**config.mk**
```make
export PLATFORM = sky130hd
export DESIGN_NAME = uart_tx_fifo
export DESIGN_NICKNAME = d
export VERILOG_FILES = /design/src/rtl/uart_tx_fifo.sv
export SDC_FILE = /design/constraint.sdc
export NUM_CORES = 1
export LEC_CHECK = 0
export ABC_AREA = 1
export CAP_MARGIN = 20
export CORE_UTILIZATION = 30
export DETAILED_ROUTE_END_ITERATION = 16
export PLACE_DENSITY = 0.42
export SKIP_LAST_GASP = 1
export SYNTH_ARGS = -nofsm -noshare
export SYNTH_HDL_FRONTEND = slang
export SYNTH_SLANG_ARGS = --single-unit
export TNS_END_PERCENT = 20
```
**constraint.sdc**
```tcl
create_clock -name clk -period 2.8 [get_ports clk]
set_input_delay 0.56 -clock clk [delete_from_list [all_inputs] [get_ports clk]]
set_output_delay 0.56 -clock clk [all_outputs]
set_load 0.005 [all_outputs]
```
**src/rtl/uart_tx_fifo.sv**
```systemverilog
// Byte FIFO feeding a uart_tx: circular buffer plus a drain FSM that hands one
// byte at a time to the transmitter and waits out its busy handshake.
module uart_tx_fifo #(
   parameter int DEPTH = 16,
   parameter int AW    = 4
) (
   input  logic          clk,
   input  logic          rst_n,
   input  logic          wr_en,
   input  logic [7:0]    wr_data,
   input  logic          clr_ovf,
   input  logic          tx_busy,
   output logic          tx_send,
   output logic [7:0]    tx_data,
   output logic          full,
   output logic          empty,
   output logic [AW:0]   count,
   output logic          overflow
);

   typedef enum logic [1:0] {IDLE, SEND, WAIT_HI, WAIT_LO} state_t;

   localparam logic [AW:0]   FULL_CNT = (AW+1)'(DEPTH);
   localparam logic [AW:0]   CNT_ONE  = (AW+1)'(1'b1);
   localparam logic [AW-1:0] PTR_ONE  = AW'(1'b1);

   logic [7:0]    mem_r [DEPTH];
   logic [AW-1:0] wptr_r, rptr_r;
   logic [AW:0]   count_r, count_nxt_s;
   logic          full_r, empty_r, ovf_r, tx_send_r;
   logic [7:0]    tx_data_r;
   logic [1:0]    wait_cnt_r, wait_cnt_nxt_s;
   state_t        state_r, state_nxt_s;
   logic          pop_s, push_s, drop_s;

   // Drain FSM next-state; pop_s marks the IDLE cycle that loads a byte.
   always_comb begin
      state_nxt_s    = state_r;
      wait_cnt_nxt_s = wait_cnt_r;
      pop_s          = 1'b0;
      case (state_r)
         IDLE: begin
            if (!empty_r && !tx_busy) begin
               pop_s       = 1'b1;
               state_nxt_s = SEND;
            end else begin
               state_nxt_s = IDLE;
            end
         end
         SEND: begin
            wait_cnt_nxt_s = 2'd0;
            state_nxt_s    = WAIT_HI;
         end
         WAIT_HI: begin
            // Give up after four cycles without busy; the byte is not re-sent.
            if (tx_busy) begin
               wait_cnt_nxt_s = 2'd0;
               state_nxt_s    = WAIT_LO;
            end else if (wait_cnt_r == 2'd3) begin
               wait_cnt_nxt_s = 2'd0;
               state_nxt_s    = IDLE;
            end else begin
               wait_cnt_nxt_s = wait_cnt_r + 2'd1;
            end
         end
         WAIT_LO: begin
            if (!tx_busy) begin
               state_nxt_s = IDLE;
            end else begin
               state_nxt_s = WAIT_LO;
            end
         end
         default: begin
            state_nxt_s    = IDLE;
            wait_cnt_nxt_s = 2'd0;
         end
      endcase
   end

   // Write acceptance and occupancy; a pop frees the slot a full-FIFO write needs.
   always_comb begin
      push_s = wr_en && (!full_r || pop_s);
      drop_s = wr_en && !push_s;
      case ({push_s, pop_s})
         2'b10:   count_nxt_s = count_r + CNT_ONE;
         2'b01:   count_nxt_s = count_r - CNT_ONE;
         default: count_nxt_s = count_r;
      endcase
   end

   // Storage array, intentionally without reset.
   always_ff @(posedge clk) begin
      if (push_s) begin
         mem_r[wptr_r] <= wr_data;
      end
   end

   // Pointers, flags, FSM state and registered transmitter outputs.
   always_ff @(posedge clk or negedge rst_n) begin
      if (!rst_n) begin
         wptr_r     <= '0;
         rptr_r     <= '0;
         count_r    <= '0;
         full_r     <= 1'b0;
         empty_r    <= 1'b1;
         ovf_r      <= 1'b0;
         tx_send_r  <= 1'b0;
         tx_data_r  <= 8'h00;
         wait_cnt_r <= 2'd0;
         state_r    <= IDLE;
      end else begin
         if (push_s) begin
            wptr_r <= wptr_r + PTR_ONE;
         end
         if (pop_s) begin
            rptr_r    <= rptr_r + PTR_ONE;
            tx_data_r <= mem_r[rptr_r];
         end
         count_r <= count_nxt_s;
         full_r  <= (count_nxt_s == FULL_CNT);
         empty_r <= (count_nxt_s == '0);
         // A drop in the same cycle as clr_ovf wins.
         if (drop_s) begin
            ovf_r <= 1'b1;
         end else if (clr_ovf) begin
            ovf_r <= 1'b0;
         end
         tx_send_r  <= (state_nxt_s == SEND);
         wait_cnt_r <= wait_cnt_nxt_s;
         state_r    <= state_nxt_s;
      end
   end

   assign tx_send  = tx_send_r;
   assign tx_data  = tx_data_r;
   assign full     = full_r;
   assign empty    = empty_r;
   assign count    = count_r;
   assign overflow = ovf_r;

endmodule

```
==> results by group <==
Finish
  • Final net count: 675
  • Share of cells above drive strength 1: 0.103
  • Synthesis-to-finish area growth: 19.0%
  • Most frequent cells in the layout: nand2_1, edfxtp_1, nand3_1
  • Number of antenna diodes: 0
  • Commonest non-fill, non-tap cell in the layout: nand2_1

Placement
  • DPL Wire Length: 9.94 mm
  • Final Wtd Congestion: 0.749
  • DP Worst Slack: -0.107 ns
  • PortBufs: 29

Worst setup path
  • CP startpoint kind: flop
  • Worst path bufs/invs: 2
  • Crit path launch: state_r[0]
  • Critical Path RT: 3.14 ns
  • R2r worst-path depth: 16
  • Critical Path Sink Type: flop
  • Worst stage delay on the critical path: 0.40 ns
  • Crit-path cells: inv_1, ha_1, nand2_1, nand2_1, nand2_1, ha_2, nand2_1, inv_1, nor2_1, ha_1, nand2_1, o21ai_1, or2_1, nor2_1, nand3_1, nor2_1
  • CP top delay family: simple AND/OR/NAND/NOR gates
  • Worst setup endpoint: full
  • Critical Path AT: 2.81 ns
  • Reg-to-reg slack, setup: 0.33 ns
  • CP dominant cell by count: nand2_1
  • Crit Path Class: reg -> reg
  • RR Endpoint: full
  • Crit-path max FO: 6
  • Crit-path slowest cell: dfrtp_1
  • WP depth: 16
  • Critical R2R Launch: state_r[0]

Clock tree
  • TritonCTS clock tree: yes
  • Clk pin slew, worst setup/hold paths: 0.06 ns
  • CTS max path bufs: 2
  • CTS buffer count: 17
  • Worst skew pair latency: 0.42 ns
  • CTS Root Cell: clkbuf_16
  • # clock sinks: 157
  • H-tree lvl count: 4

Power
  • Lkg Pwr: 3.06 nW
  • PwrDens: 1030 mW/mm^2
  • Overall Power: 8.11 mW
  • Max rail drop VDD: 0.406 mV

Yosys
  • Syn Inst Count: 598
  • Cell taking the most area after synthesis: edfxtp_1
  • FFs w/ async S/R, synth: 0.185
  • Flops & latches, synth: 157
  • Post-synth EDFFs: 128
  • Netlist cell types: 25
  • Post-Syn Area per Cell: 11.1 um^2
  • Yosys warning count: 0
  • Synth top area share: 0.581
  • Sequential share of the synthesized area: 0.691
  • Main synth FF type: edfxtp_1
  • Mapped Nets: 623
  • Mapped cell area: 0.00661 mm^2
  • Synth top area cells: edfxtp_1, nand2_1, dfrtp_1

Timing
  • Fin. max-slew vios: 0
  • Setup violators final: 0
  • Clock Skew: 0.0121 ns
  • Final min period: 2.47 ns
  • Max Clk Rate: 406 MHz
  • RSZ-0062 raised after global routing: no
  • Final hold vios: 0
  • Worst Slack Setup Final: 0.334 ns
  • Worst-Margin Slew: 0.783 ns
  • Final period utilization: 0.881
  • Slew margin rel.: 0.478

Min path
  • Hold Path Class: in -> async

Detailed routing
  • Via Count: 4334
  • Drt drc: 0
  • Initial DRC count: 254
  • Vias per cell: 4.62
  • Wire per inst: 16.8 um
  • Routed WL: 15.8 mm
  • Post-DRT Antenna Nets: 0
  • Pre-antenna DRT Iters: 5

Global routing
  • Largest net degree at the start of global routing: 67
  • Vias in the first global route: 4266
  • First-pass GRT wire length: 24.9 mm
  • Total grt overflow: 0
  • Initial antenna violation count: 0
  • Tot GR Track Use: 0.153

Floorplan
  • Die Area: 0.0226 mm^2
  • Chip height: 150 um
  • Site Rows: 53
  • IO Count: 30
  • Initial core utilization: 0.311
  • Die X: 150 um
  • Core area: 0.0213 mm^2

Outcome
  • Outcome: completed

Job
  • Max_cap viols: 0
per-layer routing:
layer  GRT usage  vias to the layer above  wire length [um]
li1            -                     2143                 -
met1       0.201                     2109              7270
met2       0.248                       69              7730
met3      0.0324                       13               471
met4      0.0540                        0               291
met5           0                        -                 0
what timing repair did:
item	4_1_cts	5_1_grt
hold buffers	0	0
setup buffers	0	0
endpoints found under the setup margin	0	2
gates resized for setup	0	1
stage by stage:
step                      std cells   util  setup TNS, ns  hold slack (ns)  instance area (um^2)
after detailed placement        906  0.345         -0.210            0.530                  7340
final                           938  0.370              0            0.526                  7870
after floorplan                 598      -              0            0.264                  6610
after CTS                       938  0.370              0            0.536                  7870
after global routing            938  0.370              0            0.555                  7870
after global placement          906  0.345         -0.119            0.511                  7340
worst register-to-register path, delay by kind of cell (launching register included):
kind,cells,cell delay [ns]
compound gates,1,0.07
flops,1,0.40
buf+inv,2,0.15
fa+ha+maj,3,0.66
simple gates,10,1.11
flip-flops by register name (all words and copies together), names as in the netlist:
| signal | cells |
|---|---|
| tx_send | 1 |
| wait_cnt_r | 2 |
| state_r | 2 |
| overflow | 1 |
| empty | 1 |
| mem_r | 128 |
| count | 5 |
| rptr_r | 4 |
| wptr_r | 4 |
| full | 1 |
| tx_data | 8 |
synthesized netlist by cell type, types with 2 or more instances:
master and instances:
inv_2 3, a21oi_1 19, xor2_1 6, clkinv_1 2
buf_2 16, buf_4 7, ha_1 12, o21ai_0 7
nand3_1 106, nand4_1 6, nor2_1 33, nand2_1 188
inv_1 25, clkbuf_1 3, edfxtp_1 128, dfrtp_1 28
layout make-up:
class / count / area [um^2]
sequential: 157 / 4570
multi-input combinational: 384 / 1780
inverter: 30 / 113
tap: 275 / 344
fill: 2056 / 13400
clock buffer: 18 / 429
timing repair buffer: 60 / 536
clock inverter: 14 / 101
where the power goes:
part | switching, mW | internal, mW | leakage, nW
clock | 0.881 | 1.20 | 0.264
sequential | 0.203 | 2.92 | 1.50
combinational | 1.91 | 0.994 | 1.30
how the worst min path moves through the flow:
stage,start,endpoint,cells after the start,slack [ns]
3_5_place_dp,tx_data[2],tx_data[2],2,0.53
4_1_cts,rst_n,wait_cnt_r[0],2,0.54
6_report,rst_n,wait_cnt_r[1],2,0.53
5_1_grt,rst_n,wait_cnt_r[1],2,0.55
2_1_floorplan,rst_n,count[0],0,0.26
3_3_place_gp,overflow,overflow,2,0.51
logic make-up after synthesis:
kind of cell	Yosys count	share of synthesized area
AOI/OAI and AO/OA	28	0.0214
xor gates and xnor gates	7	0.00927
buffers and inverters	57	0.0405
adders and majority gates	12	0.0227
DFF	157	0.691
and+or+nand+nor	337	0.215
(Power assumes the default switching activity.)
